[src/rtl/frame_loader.sv]
// rtl/frame_loader.sv - UART byte stream to double-buffered frame RAM loader
// Packs 3 colour bytes per pixel into the back bank and swaps banks on a scan-frame boundary.
module frame_loader #(
  parameter int         LENGTH    = 5,
  parameter int         SCAN_BIT  = 3,
  parameter int         BITDEPTH  = 8,
  parameter logic [7:0] SYNC_BYTE = 8'hA5,
  parameter int         TIMEOUT   = 100000,
  localparam int        PIXELS    = 2*LENGTH*(1<<SCAN_BIT),
  localparam int        AW        = $clog2(PIXELS),
  localparam int        TW        = $clog2(TIMEOUT+1)
) (
  input  logic                  i_clk,
  input  logic                  i_reset,
  input  logic [7:0]            i_rx_data,
  input  logic                  i_rx_valid,
  output logic                  o_rx_ready,
  output logic                  o_wr_en,
  output logic [AW-1:0]         o_wr_addr,
  output logic [3*BITDEPTH-1:0] o_wr_data,
  output logic                  o_wr_bank,
  output logic                  o_disp_bank,
  input  logic                  i_frame_start,
  output logic                  o_swapped,
  output logic                  o_abort
);

  typedef enum logic [1:0] {S_IDLE, S_RECV, S_WAIT_SWAP} state_t;

  state_t                r_state;
  state_t                w_next;
  logic                  r_rx_ready;
  logic                  r_wr_en;
  logic [AW-1:0]         r_wr_addr;
  logic [3*BITDEPTH-1:0] r_wr_data;
  logic                  r_wr_bank;
  logic                  r_disp_bank;
  logic                  r_swapped;
  logic                  r_abort;
  logic [1:0]            r_idx;
  logic [TW-1:0]         r_tcnt;

  logic w_hs;
  logic w_recv_hs;
  logic w_sync;
  logic w_third;
  logic w_expire;
  logic w_swap;

  assign w_hs      = i_rx_valid && r_rx_ready;
  assign w_recv_hs = w_hs && (r_state == S_RECV);
  assign w_sync    = w_hs && (r_state == S_IDLE) && (i_rx_data == SYNC_BYTE);
  assign w_third   = w_recv_hs && (r_idx == 2'd2);
  assign w_expire  = (r_state == S_RECV) && !w_hs && (r_tcnt == TW'(TIMEOUT-1));
  // A frame_start landing on the final write cycle must not swap a bank still being written.
  assign w_swap    = (r_state == S_WAIT_SWAP) && i_frame_start && !r_wr_en;

  always_ff @(posedge i_clk) begin
    if (i_reset) r_state <= S_IDLE;
    else         r_state <= w_next;
  end

  always_comb begin
    w_next = r_state;
    case (r_state)
      S_IDLE:      if (w_sync) w_next = S_RECV;
      S_RECV: begin
        if (w_third && (r_wr_addr == AW'(PIXELS-1))) w_next = S_WAIT_SWAP;
        else if (w_expire)                           w_next = S_IDLE;
      end
      S_WAIT_SWAP: if (w_swap) w_next = S_IDLE;
      default:     w_next = S_IDLE;
    endcase
  end

  always_ff @(posedge i_clk) begin
    if (i_reset) begin
      r_rx_ready  <= 1'b0;
      r_wr_en     <= 1'b0;
      r_wr_addr   <= '0;
      r_wr_data   <= '0;
      r_wr_bank   <= 1'b1;
      r_disp_bank <= 1'b0;
      r_swapped   <= 1'b0;
      r_abort     <= 1'b0;
      r_idx       <= 2'd0;
      r_tcnt      <= '0;
    end else begin
      r_rx_ready <= (w_next != S_WAIT_SWAP);
      r_wr_en    <= w_third;
      r_swapped  <= w_swap;
      r_abort    <= w_expire;
      if (w_swap) begin
        r_disp_bank <= ~r_disp_bank;
        r_wr_bank   <= r_disp_bank;
      end
      if ((r_state != S_RECV) || w_hs || w_expire) r_tcnt <= '0;
      else                                         r_tcnt <= r_tcnt + 1'b1;
      if (w_sync || w_expire) begin
        r_idx     <= 2'd0;
        r_wr_addr <= '0;
      end else begin
        if (w_recv_hs) r_idx <= (r_idx == 2'd2) ? 2'd0 : r_idx + 2'd1;
        if (r_wr_en)   r_wr_addr <= (r_wr_addr == AW'(PIXELS-1)) ? '0 : r_wr_addr + 1'b1;
      end
      if (w_recv_hs) begin
        for (int c = 0; c < 3; c++) begin
          if (r_idx == 2'(c)) r_wr_data[c*BITDEPTH +: BITDEPTH] <= i_rx_data[7 -: BITDEPTH];
        end
      end
    end
  end

  assign o_rx_ready  = r_rx_ready;
  assign o_wr_en     = r_wr_en;
  assign o_wr_addr   = r_wr_addr;
  assign o_wr_data   = r_wr_data;
  assign o_wr_bank   = r_wr_bank;
  assign o_disp_bank = r_disp_bank;
  assign o_swapped   = r_swapped;
  assign o_abort     = r_abort;

endmodule

[config.mk]
export PLATFORM = sky130hd
export DESIGN_NAME = frame_loader
export DESIGN_NICKNAME = d
export VERILOG_FILES = /design/src/rtl/frame_loader.sv
export SDC_FILE = /design/constraint.sdc
export NUM_CORES = 1
export LEC_CHECK = 0
export CAP_MARGIN = 30
export CORE_ASPECT_RATIO = 0.5
export CORE_UTILIZATION = 44
export CTS_BUF_LIST = sky130_fd_sc_hd__clkbuf_8
export CTS_CLUSTER_DIAMETER = 100
export DETAILED_ROUTE_END_ITERATION = 8
export DONT_BUFFER_PORTS = 1
export SLEW_MARGIN = 20
export SYNTH_ARGS = -nofsm -noshare
export SYNTH_HDL_FRONTEND = slang
export SYNTH_SLANG_ARGS = --single-unit
[constraint.sdc]
create_clock -name i_clk -period 1.6 [get_ports i_clk]
set_input_delay 0.16 -clock i_clk [delete_from_list [all_inputs] [get_ports i_clk]]
set_output_delay 0.16 -clock i_clk [all_outputs]
set_load 0.01 [all_outputs]
# ---- After elaboration in Yosys (flattened, before gate mapping)
# Cells that the tools add are included.
dict set report op_classes {
  muxes 7
  bitwise_logic 1
  n_reduce_logical 22
  addsub 3
  n_eq_ne 9
}
# op count
set op_table {}
lappend op_table {{adder 17 x 1 -> 17 bit (second input constant)} 1}
lappend op_table {{== test 17 bit (second input constant)} 1}
lappend op_table {{logical AND 1 bit} 10}
lappend op_table {{two-way mux 2 bit} 5}
lappend op_table {{== test 8 bit (second input constant)} 1}
lappend op_table {{adder 7 x 1 -> 7 bit (second input constant)} 1}
lappend op_table {{== test 7 bit (second input constant)} 1}
lappend op_table {{two-way mux 7 bit} 1}
lappend op_table {{one-hot mux 2 bit (3 select lines)} 1}
lappend op_table {{AND reduction 2 bit} 3}
lappend op_table {{== test 2 x 1 -> 1 bit (second input constant)} 2}
lappend op_table {{== test 2 bit (second input constant)} 2}
lappend op_table {{zero test 2 bit} 2}
lappend op_table {{OR reduction 2 bit} 2}
lappend op_table {{logical OR 1 bit} 3}
lappend op_table {{adder 2 x 1 -> 2 bit (second input constant)} 1}
lappend op_table {{zero test 1 bit} 2}
lappend op_table {{!= test 2 x 1 -> 1 bit (second input constant)} 1}
lappend op_table {{!= test 2 bit (second input constant)} 1}
lappend op_table {{NOT 1 bit} 1}
dict set report totals {
  ff_bits 58
  wordCells 55
}

# ---- Longest topological paths before layout
dict set report depth {
  depth_word 8
  depth_mapped 8
  depth_no_buf 5
}

# ---- Worst setup path before layout
# OpenSTA, ideal clock, no wires.
dict set report synth_path {
  path_type {register to register}
  from {register r_tcnt[0]}
  to {register r_tcnt[13]}
  stages_incl_launch_ff 9
  path_buffers 3
  path_slack_ns -0.010
  t_arrival_ns 1.495
  setup_ns 0.115
  t_required_ns 1.485
  path_cell_list {dfxtp_1 ha_1 and4_1 buf_2 nand4_1 nand2b_1 buf_2 buf_4 nor2_1}
}
dict set report synth_via {
  elab_chain_len 4
}
# element line_no
set synth_rtl {}
lappend synth_rtl {{start, declared} 41} ;# logic [TW-1:0] r_tcnt;
lappend synth_rtl {{start signal, assigned} 98} ;# else r_tcnt <= r_tcnt + 1'b1;
lappend synth_rtl {{branches (longest 4 deep; another with adder 17 x 1 -> 17 bit)} -}
# Parallel ways; which one is timed is not known.
# A chain may end at the register's enable or synchronous reset.

# ---- Worst setup path after layout
dict set report layout_path {
  from {register r_state[0]}
  to {register r_swapped (netlist: o_swapped)}
}
dict set report layout_via {
  elab_chain_len 3
}
# element line_no
set layout_rtl {}
lappend layout_rtl {{start, declared} 30} ;# state_t r_state;
lappend layout_rtl {{start signal, assigned} 60} ;# else r_state <= w_next;
lappend layout_rtl {{== test 2 bit} 56} ;# assign w_swap = (r_state == S_WAIT_SWAP) && i_frame_start && !r_wr_en;
lappend layout_rtl {{logical AND 1 bit (2 in series)} 56}
lappend layout_rtl {{end signal, assigned} 91} ;# r_swapped <= w_swap;
lappend layout_rtl {{end, declared} 38} ;# logic r_swapped;
# No other way between the ends.

==> flow_summary.yaml <==
worst_setup_path:
  r2r_slack_ns: 0.07
  critPathMaxFanout: 5
  rr_worst_depth: 5
  cpLargestDelayFamily: "buffers and inverters"
  worst-path-buf-inv: 2
  endpoint_kind: "flip-flop"
  required_ns: 1.82
  crit_arrival_ns: 1.76
  path_class: "reg2reg"
  path_cells: "buf_4, and2b_1, nand2b_1, nor2_1, dlygate4sd3_1"
  slowest_stage: "dlygate4sd3_1"
  worstReg2RegEnd: "o_swapped"
  cp-start-kind: "flip-flop"
  max_stage_delay_ns: 0.54
  r2r_start: "r_state[0]"
min_path:
  holdPathEnd: "o_abort"
  holdPathStages: 3
  min_from: "i_reset"
  hold_class: "in2reg"
synthesis:
  synth_commonest_cells: "dfxtp_1 (58), nor2_1 (51), mux2i_1 (26), nand3_1 (9), xor2_1 (9)"
  synth_top_flop_cell: "dfxtp_1"
  synthArstFlopShare_pct: 0
  yosys_warnings: 0
  synth_seq_cells: 58
  synth_cell_types: 41
  synth.most_common_cell: "dfxtp_1"
  synth_top_area_share_pct: 49.1
  synth_top_area_cell: "dfxtp_1"
  netlist_instances: 246
  ys_seq_area_share_pct: 49.1
  syn_avg_cell_area_sq_um: 9.61
  synth_edf_count: 0
  synth_area_sq_um: 2360
  synth.net_count: 260
  synthTopCellsByArea: "dfxtp_1 (49%), mux2i_1 (11%), nor2_1 (8.1%)"
finish:
  syn_to_final_growth_pct: 25.1
  multiInputGateArea_sq_um: 1210
  regArea_sq_um: 1170
  drive_above_1_share_pct: 20.6
  fin_nets: 295
  antenna_cells: 0
  n_fill_cell: 452
place:
  portBuffers: 0
  hpwlAfterDp_mm: 3.42
  place_congestion: 0.809
  pre_cts_slack_ns: 0.0732
global_routing:
  grt_pass1_wl_mm: 7.89
  grtUsageMet1_pct: 22.0
  met2_usage_pct: 28.5
  overflow: 0
  first_global_vias: 1679
  grt_util_all_layers_pct: 18.7
  met3_usage_pct: 9.32
  antenna_found_initial: 0
  grt-busiest-layer: "met2"
  grt_max_degree: 29
routing:
  dr.first_iter.drc_count: 54
  vias_per_cell: 5.12
  ant_nets: 0
  dr.pass1.iters: 4
  drc: 0
  wl_mm: 5.02
  vias: 1823
  avgRoutedWirePerCell_um: 14.1
cts:
  cts_made_buffers: 9
  root_buffer: "clkbuf_8"
  htree_levels: 3
  clk_latency_ns: 0.34
  clk_pin_slew_ns: 0.07
  cts_sinks: 58
  cts_tree: "done"
  cts_max_path_buffers: 2
die:
  dieWidth_um: 106
  ios: 49
  die_h_um: 53.8
  fp-row-count: 18
  dieArea_sq_um: 5690
  start_util_pct: 46.9
  core_area_sq_um: 5040
timing:
  slew_headroom_pct: 68.1
  hold_slack_ns: 0.0563
  fin_skew_ns: 0.00787
  finalCritPeriodShare_pct: 95.8
  setup_viol: 0
  min_period_ns: 1.53
  finalHoldViolCount: 0
  max_freq_ghz: 0.653
  worst_slack_ns: 0.0675
  worst_pin_slew_ns: 0.477
  slew_viol_final: 0
power_and_ir_drop:
  vdd_drop_max_mv: 0.495
  power.leakage_uw: 0.00105
  power_density_nw_per_um2: 915
flow_run:
  drv_cap: 0
run_status:
  status: "complete, no violations"
[cell type report]
| cell class | count | area share (%) |
|---|---|---|
| multi-input combinational | 174 | 41.0 |
| sequential | 58 | 39.5 |
| timing repair buffer | 34 | 9.98 |
| clock buffer | 10 | 4.65 |
| tap | 70 | 2.96 |
| clock inverter | 6 | 1.40 |
| inverter | 4 | 0.508 |
[layout by cell type, fill, tap and decap left out, types with 2 or more instances in the layout]
cell,n
dfxtp_1,52
nor2_1,51
mux2i_1,26
buf_4,19
dlygate4sd3_1,11
clkbuf_8,10
nand3_1,9
xor2_1,9
nand2_1,8
nand4_1,8
a21oi_1,7
xnor2_1,7
dfxtp_2,6
nand2b_1,5
inv_1,4
nor2b_1,3
and3_1,3
nor3_1,3
o21ai_0,3
clkinvlp_4,3
nor3b_1,2
clkinv_2,2
buf_6,2
[worst register-to-register path: stages (launching register included)]
cell and delay (ns):
dfxtp_2 0.35, buf_4 0.13, and2b_1 0.20, nand2b_1 0.14, nor2_1 0.05, dlygate4sd3_1 0.54
[cells by family (layout without fill, tap and decap cells)]
group           count (synthesis)  after routing  share of synthesized area (%)
flops                          58             58                           49.1
simple gates                  113            113                           25.6
compound gates                 17             17                           4.66
mux                            26             26                           11.0
xor+xnor                       16             16                           5.93
fa+ha+maj                       2              2                           1.06
buf+inv                        14             54                           2.70
[power breakdown]
group	internal [uW]	total, uW	switching, uW	leakage (uW)
Clock	602	1200	596	0.0000847
Sequential	1440	1450	1.62	0.000470
Combinational	31.9	63.4	31.5	0.000496
[through the flow]
step | util, % | cells | power, uW | cell area [sq um] | TNS [ns]
CTS | 56.6 | 353 | 2740 | 2860 | 0
global route | 58.6 | 356 | 2800 | 2960 | -0.0293
global placement | 50.9 | 326 | 1500 | 2570 | 0
floorplan | - | 246 | 1500 | 2370 | 0
detailed placement | 50.9 | 326 | 1500 | 2570 | 0
finish | 58.6 | 356 | 2710 | 2960 | 0
[worst max path at each step]
| stage | cells past startpoint | to | slack [ns] | startpoint |
|---|---|---|---|---|
| 6_report | 5 | o_swapped | 0.07 | r_state[0] |
| 4_1_cts | 5 | o_swapped | 0.02 | r_state[0] |
| 2_1_floorplan | 8 | r_tcnt[13] | 0.02 | r_tcnt[0] |
| 3_5_place_dp | 5 | o_wr_addr[3] | 0.07 | r_tcnt[11] |
| 3_3_place_gp | 4 | r_state[0] | 0.12 | r_state[1] |
| 5_1_grt | 6 | o_wr_addr[1] | -0.009 | r_tcnt[1] |
[flip-flops by register name, summed over array words and instances (netlist names), 2 cells and up]
register	flops
o_wr_addr	7
o_wr_data	24
r_idx	2
r_state	2
r_tcnt	17
[metal layers]
metal  vias to the layer above  part of all wire [%]
met5                         -                     0
met2                        52                    43
li1                        928                     -
met3                        11                   7.4
met4                         0                   1.9
met1                       832                    48
[what timing repair did]
action,4_1_cts,5_1_grt
hold buffers,11,0
resized for setup,0,18
endpoints found under the hold margin,30,0
setup endpoints to repair,0,34
buffers inserted,0,1
Power figures use the tool's default switching activity.
